File: src/rtl/uart_bus_responder.sv
// Memory-mapped UART responder: bus byte writes go out on txd, received bytes are read back over the bus.
// Latency: a write reaches txd about 4 clk after wrn rises; a received byte is in RBR about 2 clk after mid-stop.
// Backpressure: one THR slot; a write while tbre=0 is dropped; an unread RBR is overwritten and rx_overrun is set.
//
// Ports:
//   clk, rst            sole clock; asynchronous active-high reset
//   data_in, wrn        bus write byte and active-low write strobe (THR load on strobe release)
//   data_out, data_oe   RBR value and its bus-drive enable, active while rdn is low
//   rdn                 active-low read strobe; releasing it clears data_ready
//   data_ready          RBR holds an unread byte
//   tbre, tsre          THR empty / shift register empty (line idle)
//   rxd, txd            serial lines, idle high, 8N1, CLK_DIV clk per bit
//   rx_overrun          sticky: an unread byte was overwritten
//   frame_err           sticky: a frame ended with a low stop bit
module uart_bus_responder #(
  parameter int unsigned CLK_DIV = 434
) (
  input  logic       clk,
  input  logic       rst,
  input  logic [7:0] data_in,
  output logic [7:0] data_out,
  output logic       data_oe,
  input  logic       rdn,
  input  logic       wrn,
  output logic       data_ready,
  output logic       tbre,
  output logic       tsre,
  input  logic       rxd,
  output logic       txd,
  output logic       rx_overrun,
  output logic       frame_err
);

  localparam logic [15:0] DIV_M1  = 16'(CLK_DIV - 1);
  localparam logic [15:0] HALF_M1 = 16'((CLK_DIV / 2) - 1);

  typedef enum logic [1:0] {TX_IDLE, TX_START, TX_DATA, TX_STOP} tx_state_t;
  typedef enum logic [1:0] {RX_IDLE, RX_START, RX_DATA, RX_STOP} rx_state_t;

  // Synchronizer chains; stage 3 is the previous value of the synchronized copy, used for edges.
  logic rdn_s1_q, rdn_s2_q, rdn_s3_q;
  logic wrn_s1_q, wrn_s2_q, wrn_s3_q;
  logic rxd_s1_q, rxd_s2_q, rxd_s3_q;
  logic [7:0] din_s1_q;
  logic [7:0] din_hold_q, din_hold_d;

  // Transmit side
  tx_state_t   tx_state_q, tx_state_d;
  logic [15:0] tx_cnt_q, tx_cnt_d;
  logic [2:0]  tx_bit_q, tx_bit_d;
  logic [7:0]  tx_shift_q, tx_shift_d;
  logic [7:0]  thr_q, thr_d;
  logic        tbre_q, tbre_d;
  logic        tsre_q, tsre_d;
  logic        txd_q, txd_d;

  // Receive side
  rx_state_t   rx_state_q, rx_state_d;
  logic [15:0] rx_cnt_q, rx_cnt_d;
  logic [2:0]  rx_bit_q, rx_bit_d;
  logic [7:0]  rx_shift_q, rx_shift_d;
  logic        rx_wait_q, rx_wait_d;
  logic [7:0]  rbr_q, rbr_d;
  logic        data_ready_q, data_ready_d;
  logic        rx_overrun_q, rx_overrun_d;
  logic        frame_err_q, frame_err_d;

  logic wr_rise;
  logic rd_rise;
  logic rx_fall;

  assign wr_rise = wrn_s2_q & ~wrn_s3_q;
  assign rd_rise = rdn_s2_q & ~rdn_s3_q;
  assign rx_fall = rxd_s3_q & ~rxd_s2_q;

  // Bus data is only guaranteed while wrn is low, so keep the last first-stage sample taken
  // while the first-stage wrn copy was low; by the time the synchronized edge arrives this
  // holds the byte that went with the strobe.
  always_comb begin
    din_hold_d = wrn_s1_q ? din_hold_q : din_s1_q;
  end

  always_comb begin
    tx_state_d = tx_state_q;
    tx_cnt_d   = tx_cnt_q;
    tx_bit_d   = tx_bit_q;
    tx_shift_d = tx_shift_q;
    thr_d      = thr_q;
    tbre_d     = tbre_q;
    tsre_d     = tsre_q;
    txd_d      = txd_q;

    // The write and the THR->shift transfer need opposite tbre values, so they never collide.
    if (wr_rise && tbre_q) begin
      thr_d  = din_hold_q;
      tbre_d = 1'b0;
    end

    case (tx_state_q)
      TX_IDLE: begin
        if (!tbre_q) begin
          tx_shift_d = thr_q;
          tbre_d     = 1'b1;
          tsre_d     = 1'b0;
          txd_d      = 1'b0;
          tx_cnt_d   = '0;
          tx_state_d = TX_START;
        end
      end
      TX_START: begin
        if (tx_cnt_q == DIV_M1) begin
          tx_cnt_d   = '0;
          tx_bit_d   = '0;
          txd_d      = tx_shift_q[0];
          tx_state_d = TX_DATA;
        end else begin
          tx_cnt_d = tx_cnt_q + 16'd1;
        end
      end
      TX_DATA: begin
        if (tx_cnt_q == DIV_M1) begin
          tx_cnt_d = '0;
          if (tx_bit_q == 3'd7) begin
            txd_d      = 1'b1;
            tx_state_d = TX_STOP;
          end else begin
            // The bit on the line is shift[0]; shift right and present the next one.
            tx_bit_d   = tx_bit_q + 3'd1;
            tx_shift_d = {1'b0, tx_shift_q[7:1]};
            txd_d      = tx_shift_q[1];
          end
        end else begin
          tx_cnt_d = tx_cnt_q + 16'd1;
        end
      end
      TX_STOP: begin
        if (tx_cnt_q == DIV_M1) begin
          tx_cnt_d = '0;
          if (!tbre_q) begin
            // Queued byte: start the next frame with no idle gap.
            tx_shift_d = thr_q;
            tbre_d     = 1'b1;
            txd_d      = 1'b0;
            tx_state_d = TX_START;
          end else begin
            tsre_d     = 1'b1;
            tx_state_d = TX_IDLE;
          end
        end else begin
          tx_cnt_d = tx_cnt_q + 16'd1;
        end
      end
      default: tx_state_d = TX_IDLE;
    endcase
  end

  always_comb begin
    rx_state_d   = rx_state_q;
    rx_cnt_d     = rx_cnt_q;
    rx_bit_d     = rx_bit_q;
    rx_shift_d   = rx_shift_q;
    rx_wait_d    = rx_wait_q;
    rbr_d        = rbr_q;
    data_ready_d = data_ready_q;
    rx_overrun_d = rx_overrun_q;
    frame_err_d  = frame_err_q;

    if (rd_rise) begin
      data_ready_d = 1'b0;
    end

    case (rx_state_q)
      RX_IDLE: begin
        if (rx_fall) begin
          rx_cnt_d   = '0;
          rx_state_d = RX_START;
        end
      end
      RX_START: begin
        if (rx_cnt_q == HALF_M1) begin
          rx_cnt_d = '0;
          rx_bit_d = '0;
          // Line back high at mid-start means a glitch, not a frame.
          rx_state_d = rxd_s2_q ? RX_IDLE : RX_DATA;
        end else begin
          rx_cnt_d = rx_cnt_q + 16'd1;
        end
      end
      RX_DATA: begin
        if (rx_cnt_q == DIV_M1) begin
          rx_cnt_d   = '0;
          rx_shift_d = {rxd_s2_q, rx_shift_q[7:1]};
          if (rx_bit_q == 3'd7) begin
            rx_state_d = RX_STOP;
          end else begin
            rx_bit_d = rx_bit_q + 3'd1;
          end
        end else begin
          rx_cnt_d = rx_cnt_q + 16'd1;
        end
      end
      RX_STOP: begin
        if (rx_wait_q) begin
          // After a framing error, hold off until the line returns high so a
          // break is not mistaken for a new start bit.
          if (rxd_s2_q) begin
            rx_wait_d  = 1'b0;
            rx_state_d = RX_IDLE;
          end
        end else if (rx_cnt_q == DIV_M1) begin
          rx_cnt_d = '0;
          if (rxd_s2_q) begin
            rbr_d        = rx_shift_q;
            data_ready_d = 1'b1;
            // A read completing in the same cycle consumed the old byte: no overrun.
            if (data_ready_q && !rd_rise) begin
              rx_overrun_d = 1'b1;
            end
            rx_state_d = RX_IDLE;
          end else begin
            frame_err_d = 1'b1;
            rx_wait_d   = 1'b1;
          end
        end else begin
          rx_cnt_d = rx_cnt_q + 16'd1;
        end
      end
      default: rx_state_d = RX_IDLE;
    endcase
  end

  always_ff @(posedge clk or posedge rst) begin
    if (rst) begin
      rdn_s1_q     <= 1'b1;
      rdn_s2_q     <= 1'b1;
      rdn_s3_q     <= 1'b1;
      wrn_s1_q     <= 1'b1;
      wrn_s2_q     <= 1'b1;
      wrn_s3_q     <= 1'b1;
      rxd_s1_q     <= 1'b1;
      rxd_s2_q     <= 1'b1;
      rxd_s3_q     <= 1'b1;
      din_s1_q     <= '0;
      din_hold_q   <= '0;
      tx_state_q   <= TX_IDLE;
      tx_cnt_q     <= '0;
      tx_bit_q     <= '0;
      tx_shift_q   <= '0;
      thr_q        <= '0;
      tbre_q       <= 1'b1;
      tsre_q       <= 1'b1;
      txd_q        <= 1'b1;
      rx_state_q   <= RX_IDLE;
      rx_cnt_q     <= '0;
      rx_bit_q     <= '0;
      rx_shift_q   <= '0;
      rx_wait_q    <= 1'b0;
      rbr_q        <= '0;
      data_ready_q <= 1'b0;
      rx_overrun_q <= 1'b0;
      frame_err_q  <= 1'b0;
    end else begin
      rdn_s1_q     <= rdn;
      rdn_s2_q     <= rdn_s1_q;
      rdn_s3_q     <= rdn_s2_q;
      wrn_s1_q     <= wrn;
      wrn_s2_q     <= wrn_s1_q;
      wrn_s3_q     <= wrn_s2_q;
      rxd_s1_q     <= rxd;
      rxd_s2_q     <= rxd_s1_q;
      rxd_s3_q     <= rxd_s2_q;
      din_s1_q     <= data_in;
      din_hold_q   <= din_hold_d;
      tx_state_q   <= tx_state_d;
      tx_cnt_q     <= tx_cnt_d;
      tx_bit_q     <= tx_bit_d;
      tx_shift_q   <= tx_shift_d;
      thr_q        <= thr_d;
      tbre_q       <= tbre_d;
      tsre_q       <= tsre_d;
      txd_q        <= txd_d;
      rx_state_q   <= rx_state_d;
      rx_cnt_q     <= rx_cnt_d;
      rx_bit_q     <= rx_bit_d;
      rx_shift_q   <= rx_shift_d;
      rx_wait_q    <= rx_wait_d;
      rbr_q        <= rbr_d;
      data_ready_q <= data_ready_d;
      rx_overrun_q <= rx_overrun_d;
      frame_err_q  <= frame_err_d;
    end
  end

  // Bus read path follows the synchronized strobe; data_out is parked at zero when not driving.
  assign data_oe    = ~rdn_s2_q;
  assign data_out   = rdn_s2_q ? 8'h00 : rbr_q;
  assign data_ready = data_ready_q;
  assign tbre       = tbre_q;
  assign tsre       = tsre_q;
  assign txd        = txd_q;
  assign rx_overrun = rx_overrun_q;
  assign frame_err  = frame_err_q;

endmodule

File: config.mk
export PLATFORM = sky130hd
export DESIGN_NAME = uart_bus_responder
export DESIGN_NICKNAME = d
export VERILOG_FILES = /design/src/rtl/uart_bus_responder.sv
export SDC_FILE = /design/constraint.sdc
export NUM_CORES = 1
export LEC_CHECK = 0
export ABC_AREA = 1
export CORE_ASPECT_RATIO = 0.9
export CORE_MARGIN = 3
export CORE_UTILIZATION = 31
export DETAILED_ROUTE_END_ITERATION = 8
export GPL_TIMING_DRIVEN = 1
export MAX_ROUTING_LAYER = met4
export PLACE_DENSITY = 0.47
export SETUP_SLACK_MARGIN = 0.4
export SYNTH_ARGS = -nofsm -noshare
export SYNTH_HDL_FRONTEND = slang
export SYNTH_SLANG_ARGS = --single-unit
File: constraint.sdc
create_clock -name clk -period 10.22 [get_ports clk]
set_clock_uncertainty 0.15 [all_clocks]
set_input_delay 1.533 -clock clk [delete_from_list [all_inputs] [get_ports clk]]
set_output_delay 1.533 -clock clk [all_outputs]
set_load 0.02 [all_outputs]
# After elaboration in Yosys (flattened, before gate mapping)
# Index checks and enable logic that the tools add are counted.
# W data, S select, Z words.
# op_classes
add_sub_neg	4
bitwise_logic	8
muxes	60
reduce_logical	22
n_eq_ne	25
# op_table
op	count
$mux W16	6
$pmux W16 S4	1
$mux W8	5
$add A16 B1 Y16 const B	2
$eq A16 B9 Y1 const B	2
$pmux W16 S2	1
$mux W2	13
$ne A2 B2 Y1 const B	13
$pmux W8 S3	1
$reduce_and A4 Y1	6
$mux W1	20
$mux W3	6
$eq A16 B8 Y1 const B	1
$pmux W2 S4	2
$reduce_and A5 Y1	3
$pmux W3 S2	2
$eq A2 B2 Y1 const B	4
$add A3 B1 Y3 const B	2
$eq A3 B3 Y1 const B	2
$reduce_bool A2 Y1	3
$not A1 Y1	5
$eq A2 B1 Y1 const B	2
$logic_not A2 Y1	2
$pmux W1 S2	2
other kinds (9)	13
# totals
word_cells	147
reg_bits	106
out_inout_bits	15
in_bits	13

# Depth between registers and ports, before layout
# logic_depth
word_depth	7
ltp_mapped	12
depth_no_buf	11

# Worst setup path before layout
# Ideal clock, no wire load.
# synth_timing
path_kind	register -> output
start	register rdn_s2_q
end	output port data_oe
n_path_buf	1
required_ps	8537
slack_ps	7626
stages_incl_launch_ff	3
t_arrival_ps	911
path_cell_list	dfstp_2 clkbuf_1 inv_1
# synth_via
elab_chain_len	1
# synth_rtl
item	line	source
start: declaration	41	logic rdn_s1_q, rdn_s2_q, rdn_s3_q;
start signal: assignment	264	rdn_s2_q <= rdn_s1_q;
$not A1 Y1	295	assign data_oe = ~rdn_s2_q;
end: declaration	22	output logic data_oe,
# Every way passes these cells.

# Final worst setup path
# layout_timing
start	register tbre_q (netlist: tbre)
end	output port tbre
# layout_lines
item	line	source
start: declaration	53	logic tbre_q, tbre_d;
start signal: assignment	279	tbre_q <= tbre_d;
end: declaration	26	output logic tbre,
# No word-level cell between the ends.

==> impl_metrics.env <==
export IMPL_outcome="finished, final reports clean"
export IMPL_final_area_um2=6020
export IMPL_synth_seq_cells=106
export IMPL_clockRootBuffer="clkbuf_16"
export IMPL_grt_first_pass_wirelength_um=18400
export IMPL_place_ws_ns=6.76
export IMPL_place_area_um2=5720
export IMPL_drc_errors=0
export IMPL_drtIter0Drc=234
export IMPL_insertion_delay_ns=0.35
export IMPL_synth_fp_nets=648
export IMPL_crit_required_ns=8.54
export IMPL_grt_usage_pct=12.7
export IMPL_cts_buffer_depth=2
export IMPL_area_growth_pct=14.8
export IMPL_hold_class="register to register"
export IMPL_dieArea_um2=18500
export IMPL_wl_um=10500
export IMPL_hpwl_um=7380
export IMPL_tightest_slew_ns=0.898
export IMPL_max_freq_ghz=0.302
export IMPL_critPathTopFamily="flip-flops"
export IMPL_ir_worst_vdd_v=0.0000782
export IMPL_slowest_delay_ns=0.64
export IMPL_synth_edf_count=0
export IMPL_start_util_pct=32.1
export IMPL_drt_met1_wl_um=5440
export IMPL_synthTopCellsByArea="dfrtp_1, nand2_1, dfstp_2"
export IMPL_netlist_instances=622
export IMPL_yosysTopAreaCellShare_pct=44.8
export IMPL_pwr_share_seq_pct=48.0
export IMPL_via_per_inst=4.59
export IMPL_vias=3953
export IMPL_cts_inserted_buffers=9
export IMPL_ant_nets=0
export IMPL_rows=44
export IMPL_grt_pass1_vias=3791
export IMPL_clkPwrFrac_pct=37.2
export IMPL_io_buffers=27
export IMPL_fill_cells=1631
export IMPL_gp_congestion=0.824
export IMPL_io_pins=28
export IMPL_die_y_um=129
export IMPL_fin_crit_sh_pct=32.4
export IMPL_firstDrtPassIters=5
export IMPL_cts_sinks=106
export IMPL_fin_crit_ns=3.31
export IMPL_grt_max_degree=73
export IMPL_max_cap_violations=0
export IMPL_drive_above_1_share_pct=11.5
export IMPL_cts_resized=0
export IMPL_wl_per_cell_um=12.2
export IMPL_dr_max_layer_used="met4"
export IMPL_final_cells=861
export IMPL_synth_area_per_cell_um2=8.43
export IMPL_die_w_um=143
export IMPL_post_place_cells=845
export IMPL_postCtsSetupBuffers=0
export IMPL_synth_ff_type="dfrtp_1"
export IMPL_cp_arrival_ns=1.63
export IMPL_clk_pin_slew_ns=0.07
export IMPL_synth_distinct_cells=41
export IMPL_drv_slew=0
export IMPL_overflow=0
export IMPL_slew_headroom_pct=40.1
export IMPL_synth_async_reset_ratio_pct=100
export IMPL_rsz0062_at_grt="no"
export IMPL_cp_slowest_cell="dfstp_2"
export IMPL_critPathCaptureType="output port"
export IMPL_setup_viol=0
export IMPL_path_max_fanout=10
export IMPL_p_leak_nw=2.94
export IMPL_internal_power_uw=688
export IMPL_cp_num_buf_inv=1
export IMPL_dr_wl_met2_um=4570
export IMPL_wl_met3_um=395
export IMPL_sw_frac_of_total_pct=28.7
export IMPL_finalWorstSetupSlack_ns=6.91
export IMPL_ys_warnings_count=0
export IMPL_antenna_found_initial=0
export IMPL_synth_top_area_cell="dfrtp_1"
export IMPL_cts_tree="yes"
export IMPL_p_sw_uw=277
export IMPL_ys_seq_area_share_pct=50.9
export IMPL_synth_area_um2=5250
export IMPL_worstPathCellList="clkdlybuf4s50_1"
export IMPL_core_um2=16400
export IMPL_n_antenna_cell=0
export IMPL_htree_num_levels=3
export IMPL_pwr_share_comb_pct=14.8
export IMPL_holdWs_ns=0.206
export IMPL_fin_nets=675
export IMPL_hold_viol=0
export IMPL_postCtsHoldBufs=0
export IMPL_tns_ns=0
export IMPL_critPathKind="register to output port"
export IMPL_powerDensity_nw_per_um2=160
export IMPL_start_kind="register"
[kinds of logic (layout without fill, tap and decap cells)]
logic type,Yosys count,after routing,share of synthesized area [%]
buffers and inverters,99,131,7.56
AO/OA/AOI/OAI,76,76,8.85
flip-flops,106,106,50.9
AND/OR/NAND/NOR,312,312,26.8
multiplexers,4,4,0.859
XOR/XNOR,12,12,2.00
adder cells (fa/ha/maj),13,13,3.10
[cells in the mapped netlist (2+ instances only)]
cell type,instances
a21oi_1,12
o22ai_1,7
nor3_1,9
dfstp_2,12
nand2_4,4
xor2_1,11
nand3_1,43
o21ai_2,9
o211ai_1,2
nand2_2,7
mux2_2,4
o21ai_1,10
nand4_1,12
nor2_2,3
o21ai_0,28
o21bai_1,2
nor2_4,3
ha_1,13
nand3b_1,4
nand3_2,5
buf_6,2
clkbuf_1,5
dfrtp_1,94
nand2_1,154
buf_2,3
inv_1,81
nor2_1,65
inv_2,5
[metrics by stage]
step,power [mW],utilization [%]
final,0.965,36.8
after global routing,1.02,36.8
after CTS,0.982,36.8
after detailed placement,0.617,35.0
after global placement,0.615,35.0
after floorplan,0.582,-
[layout by cell type, fill, tap and decap left out, types with 2 or more instances in the layout]
cell / count
a21oi_1: 12
clkbuf_16: 9
clkdlybuf4s50_1: 27
dfrtp_1: 94
dfstp_2: 12
ha_1: 13
inv_1: 80
inv_2: 5
inv_4: 2
mux2_2: 4
nand2_1: 154
nand2_2: 7
nand2_4: 4
nand3_1: 43
nand3_2: 5
nand3b_1: 4
nand4_1: 12
nor2_1: 65
nor2_2: 3
nor2_4: 3
nor3_1: 9
o211ai_1: 2
o21ai_0: 28
o21ai_1: 10
o21ai_2: 9
o21bai_1: 2
o22ai_1: 7
xor2_1: 11
[state kept, by name, indices dropped and copies added, names as in the netlist, 2 cells and up, named ones only]
signal,count
tx_bit_q,3
thr_q,8
tx_cnt_q,16
tx_state_q,2
din_s1_q,8
rx_bit_q,3
rx_shift_q,8
rbr_q,8
tx_shift_q,8
rx_cnt_q,16
din_hold_q,8
[path summary, 6_finish.rpt]
path / to / from / cells past startpoint / slack [ns]
hold / removal: rxd_s2_q / rxd_s1_q / 0 / 0.21
setup reg to reg: tx_shift_q[6] / tx_state_q[0] / 7 / 7.77
max in group asynchronous: rx_wait_q / rst / 3 / 7.27
setup / recovery: tbre / tbre / 1 / 6.91
hold reg to reg: rxd_s2_q / rxd_s1_q / 0 / 0.21
min in group asynchronous: tx_state_q[0] / rst / 2 / 1.40
[power groups by stage]
stage | Sequential [mW] | Combinational, mW | Clock (mW)
6_report | 0.464 | 0.143 | 0.359
5_1_grt | 0.467 | 0.168 | 0.390
4_1_cts | 0.463 | 0.146 | 0.373
3_5_place_dp | 0.471 | 0.145 | 0
3_3_place_gp | 0.471 | 0.144 | 0
2_1_floorplan | 0.466 | 0.117 | 0
[per-layer routing]
layer / GRT usage (%) / vias up
li1: - / 2035
met1: 17.6 / 1840
met2: 18.2 / 71
met3: 3.76 / 7
met4: 3.19 / 0
met5: - / -
[area by class of cell]
type / count / area, um^2 / area share [%]
flip-flops and latches: 106 / 2670 / 44.3
clock inverters: 5 / 62.6 / 1.04
clock buffers: 11 / 243 / 4.03
multi-input cells: 417 / 2180 / 36.2
repair buffers: 28 / 278 / 4.61
inverters: 87 / 332 / 5.51
well taps: 207 / 259 / 4.30
No activity file was read; power rests on OpenSTA's default activity.
